===== config.mk =====
export PLATFORM = sky130hd
export DESIGN_NAME = rv32i_fetch_unit
export DESIGN_NICKNAME = d
export VERILOG_FILES = /design/src/rtl/rv32i_fetch_unit.sv
export SDC_FILE = /design/constraint.sdc
export NUM_CORES = 1
export LEC_CHECK = 0
export CAP_MARGIN = 30
export CORE_MARGIN = 2
export CORE_UTILIZATION = 44
export DETAILED_ROUTE_END_ITERATION = 6
export PLACE_DENSITY = 0.69
export RECOVER_POWER = 50
export SLEW_MARGIN = 20
export SYNTH_ARGS = -nofsm -noshare
export SYNTH_HDL_FRONTEND = slang
export SYNTH_SLANG_ARGS = --single-unit
export TNS_END_PERCENT = 1

===== constraint.sdc =====
create_clock -name clk -period 6.1 [get_ports clk]
set_input_delay 0.915 -clock clk [delete_from_list [all_inputs] [get_ports clk]]
set_output_delay 0.915 -clock clk [all_outputs]
set_load 0.02 [all_outputs]

===== src/rtl/rv32i_fetch_unit.sv =====
// RV32I instruction fetch: prefetches words from a 1-cycle-latency program memory
// into a 2-entry FIFO, handles redirects with epoch tagging, and halts on illegal PCs.
module rv32i_fetch_unit #(
  parameter logic [31:0] RESET_PC  = 32'h0400_0000,
  parameter int          MEM_WORDS = 18,
  parameter int          AW        = $clog2(MEM_WORDS)
) (
  input  logic          clk,
  input  logic          rst,
  output logic          imem_rd_en,
  output logic [AW-1:0] imem_addr,
  input  logic [31:0]   imem_rdata,
  input  logic          redirect_valid,
  input  logic [31:0]   redirect_pc,
  output logic          inst_valid,
  input  logic          inst_ready,
  output logic [31:0]   inst_bits,
  output logic [31:0]   inst_pc,
  output logic          fetch_fault,
  output logic [31:0]   fault_pc
);

  typedef enum logic {RUN, HALT} state_e;

  localparam logic [31:0] MEM_WORDS_U = 32'(MEM_WORDS);

  function automatic logic pc_legal(input logic [31:0] pc);
    logic [31:0] off;
    off = pc - RESET_PC;
    return (pc[1:0] == 2'b00) && (pc >= RESET_PC) && ((off >> 2) < MEM_WORDS_U);
  endfunction

  state_e      state_q, state_d;
  logic [31:0] fetch_pc_q, fetch_pc_d;
  logic [1:0]  cnt_q, cnt_d;
  logic [31:0] fifo_pc_q [2];
  logic [31:0] fifo_pc_d [2];
  logic [31:0] fifo_bits_q [2];
  logic [31:0] fifo_bits_d [2];
  logic        out_vld_q, out_vld_d;
  logic [31:0] out_pc_q, out_pc_d;
  logic        out_epoch_q, out_epoch_d;
  logic        epoch_q, epoch_d;
  logic        fault_q, fault_d;
  logic [31:0] fault_pc_q, fault_pc_d;

  logic       head_vld;
  logic       pop;
  logic       push;
  logic [1:0] cnt_pop;
  logic       issue;

  assign head_vld = !rst && (cnt_q != 2'd0);
  assign pop      = head_vld && inst_ready;
  // A response is kept only if it belongs to the current epoch and no flush is underway.
  assign push     = out_vld_q && (out_epoch_q == epoch_q) && !redirect_valid;
  assign cnt_pop  = cnt_q - 2'(pop);
  // Occupancy after this cycle's pop plus the response landing now must leave room.
  assign issue    = !rst && (state_q == RUN) && !redirect_valid && pc_legal(fetch_pc_q)
                    && ((cnt_pop + 2'(out_vld_q)) < 2'd2);

  always_comb begin
    state_d     = state_q;
    fetch_pc_d  = fetch_pc_q;
    fifo_pc_d   = fifo_pc_q;
    fifo_bits_d = fifo_bits_q;
    out_vld_d   = 1'b0;
    out_pc_d    = out_pc_q;
    out_epoch_d = out_epoch_q;
    epoch_d     = epoch_q;
    fault_d     = fault_q;
    fault_pc_d  = fault_pc_q;

    if (pop) begin
      fifo_pc_d[0]   = fifo_pc_q[1];
      fifo_bits_d[0] = fifo_bits_q[1];
    end
    if (push) begin
      fifo_pc_d[cnt_pop[0]]   = out_pc_q;
      fifo_bits_d[cnt_pop[0]] = imem_rdata;
    end
    cnt_d = redirect_valid ? 2'd0 : (cnt_pop + 2'(push));

    if (issue) begin
      out_vld_d   = 1'b1;
      out_pc_d    = fetch_pc_q;
      out_epoch_d = epoch_q;
      fetch_pc_d  = fetch_pc_q + 32'd4;
    end
    if (redirect_valid) begin
      fetch_pc_d = redirect_pc;
      epoch_d    = ~epoch_q;
    end

    unique case (state_q)
      RUN: begin
        if (!redirect_valid && !pc_legal(fetch_pc_q)) begin
          state_d    = HALT;
          fault_d    = 1'b1;
          fault_pc_d = fetch_pc_q;
        end
      end
      HALT: begin
        if (redirect_valid) begin
          if (pc_legal(redirect_pc)) begin
            state_d = RUN;
            fault_d = 1'b0;
          end else begin
            fault_pc_d = redirect_pc;
          end
        end
      end
      default: state_d = RUN;
    endcase
  end

  always_ff @(posedge clk) begin
    if (rst) begin
      state_q    <= RUN;
      fetch_pc_q <= RESET_PC;
      cnt_q      <= 2'd0;
      out_vld_q  <= 1'b0;
      epoch_q    <= 1'b0;
      fault_q    <= 1'b0;
      fault_pc_q <= 32'd0;
    end else begin
      state_q    <= state_d;
      fetch_pc_q <= fetch_pc_d;
      cnt_q      <= cnt_d;
      out_vld_q  <= out_vld_d;
      epoch_q    <= epoch_d;
      fault_q    <= fault_d;
      fault_pc_q <= fault_pc_d;
    end
  end

  always_ff @(posedge clk) begin
    fifo_pc_q   <= fifo_pc_d;
    fifo_bits_q <= fifo_bits_d;
    out_pc_q    <= out_pc_d;
    out_epoch_q <= out_epoch_d;
  end

  assign imem_rd_en  = issue;
  assign imem_addr   = AW'((fetch_pc_q - RESET_PC) >> 2);
  assign inst_valid  = head_vld;
  assign inst_bits   = head_vld ? fifo_bits_q[0] : 32'd0;
  assign inst_pc     = head_vld ? fifo_pc_q[0] : 32'd0;
  assign fetch_fault = !rst && fault_q;
  assign fault_pc    = rst ? 32'd0 : fault_pc_q;

endmodule


# Yosys cells after proc, flatten, opt, wreduce, memory -nomap -nowiden

Cells that the tools add are included.

Reduce and logical (&&, ||, !) cells: 25
Multiplexer cells: 26
$add $sub $neg: 6
Equality and inequality tests: 5
$lt $le $gt $ge: 7
Bitwise operators: 3

Operators by type and width:

| operator               | count |
|---|---|
| $mux 32                | 11 |
| $bwmux 64              | 2 |
| $mux 64                | 2 |
| $ge 32x27->1 const B   | 2 |
| $pmux 32 s2            | 1 |
| $sub 32x27->32 const B | 2 |
| $lt 30x5->1 const B    | 2 |
| $add 32x3->32 const B  | 1 |
| $demux 32 s1           | 1 |
| $logic_and 1x1->1      | 15 |
| $mux 1                 | 7 |
| $reduce_and 3->1       | 2 |
| $add 2x1->2            | 2 |
| $logic_not 2->1        | 2 |
| $ne 2x1->1 const B     | 2 |
| $ne 2x2->1 const B     | 2 |
| $pmux 1 s2             | 2 |
| $reduce_bool 2->1      | 2 |
| $logic_not 1->1        | 3 |
| $ge 2x2->1 const B     | 1 |
| $lt 2x1->1 const B     | 1 |
| $lt 2x2->1 const B     | 1 |
| $not 1->1              | 2 |
| $not 1->2              | 1 |
| other kinds (3)        | 3 |

Output and inout port bits: 104
Logic and storage cells: 85
Register bits after elaboration: 231
Bits of input ports: 68

# Depth between registers and ports, before layout

Gate-level depths: netlist (run 1).

Depth after elaboration: 11
Mapped depth: 14
Gate-level depth less buffers: 10

# Worst setup path after synthesis (run 1)

OpenSTA, ideal clock, no wires.

Path type: input to output
Start: input port rst
End: output port imem_rd_en
Required time: 5.185 ns
Stages: 11
Buffers on the path: 3
Arrival: 5.154 ns
Setup slack: 0.031 ns
Cells stage by stage: buf_6 > nor2_1 > nand2_1 > buf_2 > buf_2 > inv_1 > ha_1 > or2b_1 > xnor2_1 > nand2b_4 > nor3_1

Word-level cells in the longest chain between the ends: 7
Elaborated cells on any way between the ends: 10
Those cells by class: add/sub: 2; order compare: 1; reduce/logical: 7

RTL lines:

| item                  | line   | RTL |
|---|---|---|
| from (decl)           | 9      | `input logic rst,` |
| $logic_not 1->1 (*)   | 53, 59 |  |
| $logic_and 1x1->1     | 53     | `assign head_vld = !rst && (cnt_q != 2'd0);` |
| $logic_and 1x1->1     | 54     | `assign pop = head_vld && inst_ready;` |
| $sub 2x1->2           | 57     | `assign cnt_pop = cnt_q - 2'(pop);` |
| $add 2x1->2           | 60     | `&& ((cnt_pop + 2'(out_vld_q)) < 2'd2);` |
| $lt 2x2->1            | 60     |  |
| $logic_and 1x1->1 (*) | 60     |  |
| to (decl)             | 10     | `output logic imem_rd_en,` |

Every way passes the cells marked *; elsewhere a longest branch is shown, timed or not.

# Worst setup path after layout (run 1)

Start: input port redirect_valid
End: output port imem_rd_en

Word-level cells in the longest chain between the ends: 4

RTL lines:

| item                            | line | RTL |
|---|---|---|
| from (decl)                     | 13   | `input logic redirect_valid,` |
| $logic_not 1->1                 | 59   | `assign issue = !rst && (state_q == RUN) && !redirect_valid && pc_legal(fetch_pc_q)` |
| $logic_and 1x1->1 (2 in series) | 59   |  |
| $logic_and 1x1->1               | 60   |  |

Every way passes these cells.

==> metrics, run 1 <==
Compound-Gate Fraction of Synth Area 0.0964; PostCTS Resize Cnt 0; HP Start out_pc_q[0]$_DFFE_PP_; Leak Pwr 4.79 nW; crit end category output port; antenna cell count 0; type of origin of the critical path input pin; Bufs and invs on worst path 3; setup TNS 0 ns; Min-Delay Path Class flop to flop; dpl cell area 0.0111 sq mm; Setup CP Type input pin to output port; ANT nets after route 0; Final setup viols 0; vias in the first global route 5,996; Max-slew headroom -0.116; post-synth net total 841; post-layout utilization of the core 0.572; Slew Limit Fails 66; most frequent cells in the layout dfxtp_1 (133), clkdlybuf4s50_1 (132), mux2i_1 (106); fill cell count 1,807; H-Tree Depth 1; DRC 0; IO Pins 172; mux cell area share after synthesis 0.115; largest family of logic cells by synthesized area simple AND/OR/NAND/NOR gates; initial cell density of the core 0.444; WL final 20,300 microns; crit-path cells dlygate4sd3_1 > clkbuf_1 > nor3_1 > nand2b_4 > nor3_2 > clkdlybuf4s50_1; highest net fanout along the worst path 20; routability cong. 0.785; Layout area overhead 28.6%; commonest non-fill, non-tap cell in the layout dfxtp_1; Design Area, Final 0.0119 sq mm; xor/xnor share of the synthesized area 0.00554; mapped cell area 0.00926 sq mm; via count 6,184; WP data required 5.18 ns; Die Height 149 microns; CTS tree yes; async set-or-reset flop fraction in the synthesized netlist 0; CP max stage delay 0.68 ns; WP data arrival 3.54 ns; Longest Clk Path Bufs 3; FF+latch count, synth 231; drt first pass iters 5; final global-route overflow total 0; VDD IR max 0.000180 V; Worst Hold Margin 0.449 ns; failing checks max-capacitance violations, max-slew violations; worst setup margin 1.64 ns; crit path from redirect_valid; dpl ws 1.76 ns; CTS Sinks 231; Finished Layout Cells 1,219; # port buffers 171; core area 0.0208 sq mm; r2r setup slk 3.07 ns; status finished, violations left; area occupied by multi-input gates 0.00334 sq mm; DR WL/cell 16.7 microns; synthesized instance count 770; post-synthesis adder-cell area fraction 0.00406; initial antenna violation count 0; die width 149 microns; all-layer global routing usage 0.180; cts bufs inserted 25; share of cells above drive strength 1 0.0636; Tightest Pin Transition 1.67 ns; Max Clock Freq 224 MHz; overall power 3.36 mW; slowest CP cell clkdlybuf4s50_1; post-synthesis cell type count 50; clk_skew 0.0163 ns; RSZ-0062 raised after global routing no; Root Driver clkbuf_16; Clock Latency Late Sink 0.51 ns; Post-layout nets 996; Top delay family on crit path buffers and inverters; register area share after synthesis 0.605; first-pass GRT wire length 32,400 microns; synth warn 0; Synth Area in Simple Gates 0.139; reg2reg start cnt_q[1]$_SDFF_PP0_; largest net degree at the start of global routing 88; Post-CTS Hold Fix Bufs 0; Avg Cell Area, Syn 12.0 sq um; top_reg_cell synth dfxtp_1; Post-synth EDFFs 97; clock-pin slew on the worst setup and hold paths 0.06 ns; vias per cell 5.07; register area 0.00560 sq mm; P per Cell Area 283 mW/mm^2; Inst Count DP 1,172; Tmin final 4.46 ns; row count 53; count of final hold-check violations 0; Max Cap Viol 2; post-DP HPWL 13,300 microns; Die ar. 0.0222 sq mm; Final Cycle Share 0.731; Setup Fix Bufs, Post-CTS 0; DRT iter0 DRCs 298
==> per-layer routing <==
layer / track usage / vias to the layer above / share of wire
li1: - / 3082 / -
met1: 0.271 / 2880 / 0.49
met2: 0.273 / 191 / 0.43
met3: 0.0297 / 31 / 0.065
met4: 0.0414 / 0 / 0.017
met5: 0 / - / 0
==> path summary, 6_finish.rpt <==
kind	end	depth (start not counted)
setup reg to reg	flop	8
hold / removal	flop	0
hold reg to reg	flop	0
setup / recovery	imem_rd_en	6
==> cells by family (layout without fill, tap and decap cells) <==
family                     count (synthesis)  count (layout)
and+or+nand+nor                          232             232
buffers and inverters                     61             235
adders and majority gates                  3               3
muxes                                    106             106
xor gates and xnor gates                   5               5
DFF                                      231             231
AOI/OAI and AO/OA                        132             132
==> synth_stat cells, types with 9 or more instances <==
master | count | area [sq um]
nand2_1 | 12 | 45.0
o2bb2ai_1 | 32 | 280
buf_2 | 22 | 110
dfxtp_1 | 134 | 2680
mux2i_1 | 106 | 1060
clkbuf_1 | 15 | 56.3
edfxtp_1 | 97 | 2910
and2_1 | 64 | 400
a21oi_1 | 65 | 325
nor2_1 | 79 | 297
nor4_1 | 9 | 56.3
nor2b_1 | 33 | 206
buf_4 | 13 | 97.6
a22o_1 | 18 | 158
==> cell type report <==
cell class,instances,area share
timing repair buffer,183,0.154
clock buffer,39,0.0587
multi-input combinational,478,0.281
tap,275,0.0289
inverter,6,0.00189
sequential,231,0.470
clock inverter,7,0.00547
==> power by group <==
group | internal, mW | switching, mW | total, mW
clock | 0.828 | 0.579 | 1.41
combinational | 0.127 | 0.118 | 0.245
sequential | 1.67 | 0.0447 | 1.71
Note: power is estimated with default switching activity, not from simulation.
==> run 2, diff against run 1 <==
--- a/config.mk
+++ b/config.mk
@@ -9,7 +9,7 @@
 export CORE_MARGIN = 2
 export CORE_UTILIZATION = 44
 export DETAILED_ROUTE_END_ITERATION = 6
-export PLACE_DENSITY = 0.69
+export PLACE_DENSITY = 0.72
 export RECOVER_POWER = 50
 export SLEW_MARGIN = 20
 export SYNTH_ARGS = -nofsm -noshare
==> constraint.sdc (replaced) <==
create_clock -name clk -period 3.6 [get_ports clk]
set_input_delay 0.54 -clock clk [delete_from_list [all_inputs] [get_ports clk]]
set_output_delay 0.54 -clock clk [all_outputs]
set_load 0.02 [all_outputs]
==> metrics, run 2 (synthesis results as in run 1) <==
highest net fanout along the worst path 4 (-80%); CTS Sinks 231 (unchanged); post-DP HPWL 13,100 microns (-0.82%); overall power 5.81 mW (+73%); DR WL/cell 16.3 microns (-1.9%); vias in the first global route 5,853 (-2.4%); r2r setup slk 0.96 ns (-2.11 ns); count of final hold-check violations 0 (unchanged); die width 149 microns (unchanged); clk_skew 0.0215 ns (+0.00524 ns); share of cells above drive strength 1 0.0721 (+0.00855); Max Clock Freq 318 MHz; vias per cell 5.06 (-0.16%); post-layout utilization of the core 0.576 (+0.00397); Max-slew headroom 0.311 (+0.428); Final setup viols 0 (unchanged); core area 0.0208 sq mm (unchanged); first-pass GRT wire length 31,600 microns (-2.5%); commonest non-fill, non-tap cell in the layout dfxtp_1; Die Height 149 microns (unchanged); Post-CTS Hold Fix Bufs 0 (unchanged); Slew Limit Fails 0 (-100%); Tightest Pin Transition 1.03 ns (-0.641 ns); via count 6,169 (-0.24%); antenna cell count 0 (unchanged); crit path from cnt_q[1]$_SDFF_PP0_; P per Cell Area 484 mW/mm^2 (+71%); Min-Delay Path Class flop to flop; drt first pass iters 4 (-1); IO Pins 172 (unchanged); Longest Clk Path Bufs 3 (unchanged); Post-layout nets 997 (+0.10%); Finished Layout Cells 1,218 (-0.082%); Tmin final 3.15 ns; WL final 19,900 microns (-2.0%); clock-pin slew on the worst setup and hold paths 0.06 ns (about the same); Leak Pwr 4.88 nW (+1.7%); Max Cap Viol 0 (-2); worst r2r path cells 8 (unchanged); final global-route overflow total 0 (unchanged); reg2reg start cnt_q[1]$_SDFF_PP0_; ANT nets after route 0 (unchanged); Die ar. 0.0222 sq mm (unchanged); RSZ-0062 raised after global routing no; initial antenna violation count 0 (unchanged); Inst Count DP 1,175 (+0.26%); H-Tree Depth 1 (unchanged); row count 53 (unchanged); WP data arrival 2.61 ns (-0.93 ns); Setup CP Type flop to output port; VDD IR max 0.000338 V (+88%); routability cong. 0.779 (-0.79%); Design Area, Final 0.0120 sq mm (+0.69%); type of origin of the critical path flop; DRT iter0 DRCs 296 (-0.67%); Root Driver clkbuf_16; worst setup path end imem_rd_en; largest net degree at the start of global routing 66 (-25%); cts bufs inserted 24 (-4.0%); most frequent cells in the layout dfxtp_1 (133), clkdlybuf4s50_1 (130), mux2i_1 (106); Layout area overhead 29.5%; # port buffers 171 (unchanged); all-layer global routing usage 0.177 (-0.00312); DRC 0 (unchanged); crit end category output port; status finished clean; Final Cycle Share 0.874; CTS tree yes; Clock Latency Late Sink 0.52 ns (about the same); WP data required 3.06 ns (-2.12 ns); dpl cell area 0.0112 sq mm (+0.30%); initial cell density of the core 0.444 (unchanged)
run 2: cell count changes in the layout (fill, tap and decap cells not counted), sizes merged:
cell,change
clkbuf,-3
clkdlybuf4s50,-2
clkinvlp,-1
buf,+2
dlygate4sd3,+1
dlymetal6s2s,+1
clkinv,+3
bufinv,-1
inv,-1
run 2: power breakdown:
group	switching (mW)	total, mW	internal (mW)
clock	0.990	2.49	1.50
combinational	0.204	0.417	0.213
sequential	0.0701	2.90	2.83
total	1.26	5.81	4.54
run 2: timing repair:
item,4_1_cts,5_1_grt
setup buffers,0,0
gates resized for setup,0,1
endpoints found under the setup margin,0,1
run 2: metrics by stage:
stage / hold WS (ns) / TNS [ns] / setup slack [ns]
global route: 0.458 / 0 / 0.257
global placement: 0.430 / 0 / 0.229
finish: 0.449 / 0 / 0.454
detailed placement: 0.435 / 0 / 0.229
floorplan: 0.427 / -0.0157 / -0.0157
CTS: 0.445 / 0 / 0.0841
run 2: critical path: stages, from the launching register on:
cell	delay, ns
dfxtp_1	0.34
nor2_1	0.20
nor2_4	0.06
nand2_4	0.06
inv_1	0.03
ha_1	0.32
or2b_1	0.25
xnor2_1	0.15
nand2b_1	0.24
nor3_4	0.20
dlymetal6s2s_1	0.26
run 2: worst min path at each step:
| stage | endpoint | slack [ns] | startpoint | cells past startpoint |
|---|---|---|---|---|
| 2_1_floorplan | flop | 0.43 | out_pc_q[31]$_DFFE_PP_ | 0 |
| 3_3_place_gp | flop | 0.43 | out_pc_q[4]$_DFFE_PP_ | 0 |
| 3_5_place_dp | flop | 0.43 | out_pc_q[17]$_DFFE_PP_ | 0 |
| 4_1_cts | flop | 0.44 | out_pc_q[8]$_DFFE_PP_ | 0 |
| 5_1_grt | flop | 0.46 | out_pc_q[13]$_DFFE_PP_ | 0 |
| 6_report | flop | 0.45 | out_pc_q[5]$_DFFE_PP_ | 0 |
run 2: area by class of cell:
class | instances | area (sq um)
Timing Repair Buffer | 185 | 1850
Clock inverter | 7 | 47.5
Multi-Input combinational cell | 478 | 3350
Tap cell | 275 | 344
Fill cell | 1762 | 8840
Inverter | 6 | 22.5
Sequential cell | 231 | 5600
Clock buffer | 36 | 781
run 2: layer usage:
layer | GRT usage | part of all wire
met2 | 0.273 | 0.44
met3 | 0.0336 | 0.067
met5 | 0 | 0
met4 | 0.0438 | 0.017
met1 | 0.258 | 0.48
==> run 3, diff against run 2 <==
--- a/config.mk
+++ b/config.mk
@@ -5,11 +5,12 @@
 export SDC_FILE = /design/constraint.sdc
 export NUM_CORES = 1
 export LEC_CHECK = 0
-export CAP_MARGIN = 30
+export ABC_AREA = 1
 export CORE_MARGIN = 2
 export CORE_UTILIZATION = 44
+export CTS_CLUSTER_SIZE = 14
 export DETAILED_ROUTE_END_ITERATION = 6
-export PLACE_DENSITY = 0.72
+export PLACE_DENSITY = 0.71
 export RECOVER_POWER = 50
 export SLEW_MARGIN = 20
 export SYNTH_ARGS = -nofsm -noshare
==> metrics, run 3 <==
Yosys top cell by area edfxtp_1; critical path depth 9 (-1); post-synth net total 1,293 (+54%); Max-slew headroom -0.0984 (-0.410); Avg Cell Area, Syn 8.05 sq um (-33%); Max Clock Freq 294 MHz (-7.4%); r2r endpoint fifo_bits_q[44]$_DFF_P_; worst setup path end imem_rd_en; busiest grt layer met1; slowest CP cell clkdlybuf4s50_1; Bufs and invs on worst path 4 (+2); DRT iter0 DRCs 626 (+110%); count of final hold-check violations 0 (unchanged); clk_skew 0.00794 ns (-0.0136 ns); r2r setup slk 0.83 ns (-0.13 ns); WP data required 3.06 ns (about the same); IO Pins 172 (unchanged); RSZ-0062 raised after global routing no; type of origin of the critical path flop; met2 Usage GRT 0.283 (+0.00992); Top delay family on crit path buffers and inverters; Longest Clk Path Bufs 3 (unchanged); synth warn 0 (unchanged); Final Cycle Share 0.944 (+0.0702); Max Cap Viol 1 (+1); grt met3 use 0.0290 (-0.00461); vias per cell 4.85 (-4.3%); initial antenna violation count 0 (unchanged); top_reg_cell synth dfxtp_1; vias in the first global route 7,463 (+28%); Die ar. 0.0236 sq mm (+6.1%); crit-path cells inv_1 > a21oi_1 > nand2_2 > inv_2 > ha_1 > inv_1 > a21oi_1 > nor3_4 > clkdlybuf4s50_1; Slew Limit Fails 40 (+40); post-synth top area share 0.296 (-0.0186); Setup CP Type flop to output port; highest net fanout along the worst path 3 (-1); Layout area overhead 26.4%; ANT nets after route 0 (unchanged); reg2reg start cnt_q[1]$_SDFF_PP0_; dpl cell area 0.0117 sq mm (+4.3%); worst setup margin 0.202 ns (-0.253 ns); post-DP HPWL 14,900 microns (+14%); synthesized instance count 1,222 (+59%); WP data arrival 2.86 ns (+0.25 ns); share of cells above drive strength 1 0.0427 (-0.0294); async set-or-reset flop fraction in the synthesized netlist 0 (unchanged); mapped cell area 0.00984 sq mm (+6.3%); Clock Latency Late Sink 0.51 ns (about the same); Tmin final 3.40 ns (+0.253 ns); ranking of synthesized cells by area edfxtp_1 (30%), dfxtp_1 (27%), nand2_1 (12%), nor2_1 (10%), inv_1 (5.5%); CTS tree yes; cts bufs inserted 26 (+8.3%); Die Height 154 microns (+3.0%); FF+latch count, synth 231 (unchanged); overall power 5.94 mW (+2.4%); commonest non-fill, non-tap cell in the layout nand2_1; drt first pass iters 5 (+1); largest net degree at the start of global routing 129 (+95%); row count 54 (+1.9%); antenna cell count 0 (unchanged); final global-route overflow total 0 (unchanged); Design Area, Final 0.0124 sq mm (+3.7%); Leak Pwr 4.76 nW (-2.4%); Post-layout nets 1,433 (+44%); all-layer global routing usage 0.192 (+0.0155); via count 8,056 (+31%); crit path from cnt_q[1]$_SDFF_PP0_; routability cong. 0.830 (+6.5%); Min-Delay Path Class input pin to flop; most frequent cell after synthesis nand2_1; grt met1 use 0.297 (+0.0388); initial cell density of the core 0.449 (+0.00482); Setup Fix Bufs, Post-CTS 0 (unchanged); core area 0.0219 sq mm (+5.1%); setup TNS 0 ns (unchanged); DR WL/cell 13.9 microns (-15%); register area share after synthesis 0.569 (-0.0357); Synth top cells by count nand2_1 (303), nor2_1 (271), inv_1 (145); die width 154 microns (+3.0%); post-synthesis cell type count 31 (-38%); crit end category output port; Worst Hold Margin 0.414 ns (-0.0350 ns); dpl ws 0.429 ns (+0.200 ns); WL final 23,100 microns (+16%); Final setup viols 0 (unchanged); CTS Sinks 231 (unchanged); most frequent cells in the layout nand2_1 (302), nor2_1 (271), inv_1 (144); failing checks max-capacitance violations, max-slew violations; # port buffers 171 (unchanged); status finished, violations left; H-Tree Depth 1 (unchanged); Post-synth EDFFs 97 (unchanged); Tightest Pin Transition 1.65 ns (+0.615 ns); VDD IR max 0.000288 V (-15%); worst r2r path cells 8 (unchanged); Root Driver clkbuf_16; first-pass GRT wire length 38,200 microns (+21%); CP max stage delay 0.65 ns (+0.31 ns); DRC 0 (unchanged); clock-pin slew on the worst setup and hold paths 0.05 ns (about the same); P per Cell Area 478 mW/mm^2 (-1.3%)
[run 3: worst min-delay path by stage]
| stage | startpoint | to | slack [ns] | cells after the start |
|---|---|---|---|---|
| floorplan | out_pc_q[31]$_DFFE_PP_ | flop | 0.43 | 0 |
| finish | rst | cnt_q[0]$_SDFF_PP0_ | 0.41 | 4 |
| detailed placement | out_pc_q[3]$_DFFE_PP_ | flop | 0.44 | 0 |
| global route | rst | cnt_q[0]$_SDFF_PP0_ | 0.45 | 4 |
| global placement | out_pc_q[15]$_DFFE_PP_ | flop | 0.43 | 0 |
| CTS | rst | cnt_q[0]$_SDFF_PP0_ | 0.41 | 4 |
[run 3: through the flow]
stage	std cells	utilization
after floorplan	1222	-
after global placement	1614	0.533
after detailed placement	1614	0.533
after CTS	1662	0.569
after global routing	1662	0.568
final	1662	0.568
[run 3: per-layer routing]
metal | up-vias | routed length, microns
li1 | 4135 | -
met1 | 3601 | 11300
met2 | 281 | 9770
met3 | 39 | 1460
met4 | 0 | 511
met5 | - | 0
[run 3: final cells by class]
type | count | area (sq um)
Fill cell | 1996 | 9460
Sequential cell | 231 | 5600
Multi-Input combinational cell | 771 | 3330
Timing Repair Buffer | 182 | 1800
Clock buffer | 34 | 732
Inverter | 150 | 566
Tap cell | 280 | 350
Clock inverter | 14 | 61.3
[run 3: where the power goes]
part           switching (mW)  total (mW)  internal, mW
Sequential             0.0672        2.91          2.85
Clock                   0.997        2.42          1.42
Combinational           0.358       0.613         0.255
Total                    1.42        5.94          4.52
[run 3: tightest hold or removal path: stages]
cell,delay [ns]
buf_2,0.13
inv_2,0.05
nand2_1,0.11
nor2_1,0.05
[run 3: cells by family (layout without fill, tap and decap cells)]
kind of cell / after synthesis / after routing / share of synthesized area
and+or+nand+nor: 623 / 623 / 0.248
xor gates and xnor gates: 6 / 6 / 0.00534
AOI/OAI and AO/OA: 139 / 139 / 0.0796
buffers and inverters: 220 / 380 / 0.0940
adders and majority gates: 3 / 3 / 0.00382
DFF: 231 / 231 / 0.569
[run 3: repair_timing]
action,CTS,global route
hold buffers,0,0
endpoints found under the hold margin,0,0
setup endpoints to repair,0,64
resized for setup,0,1
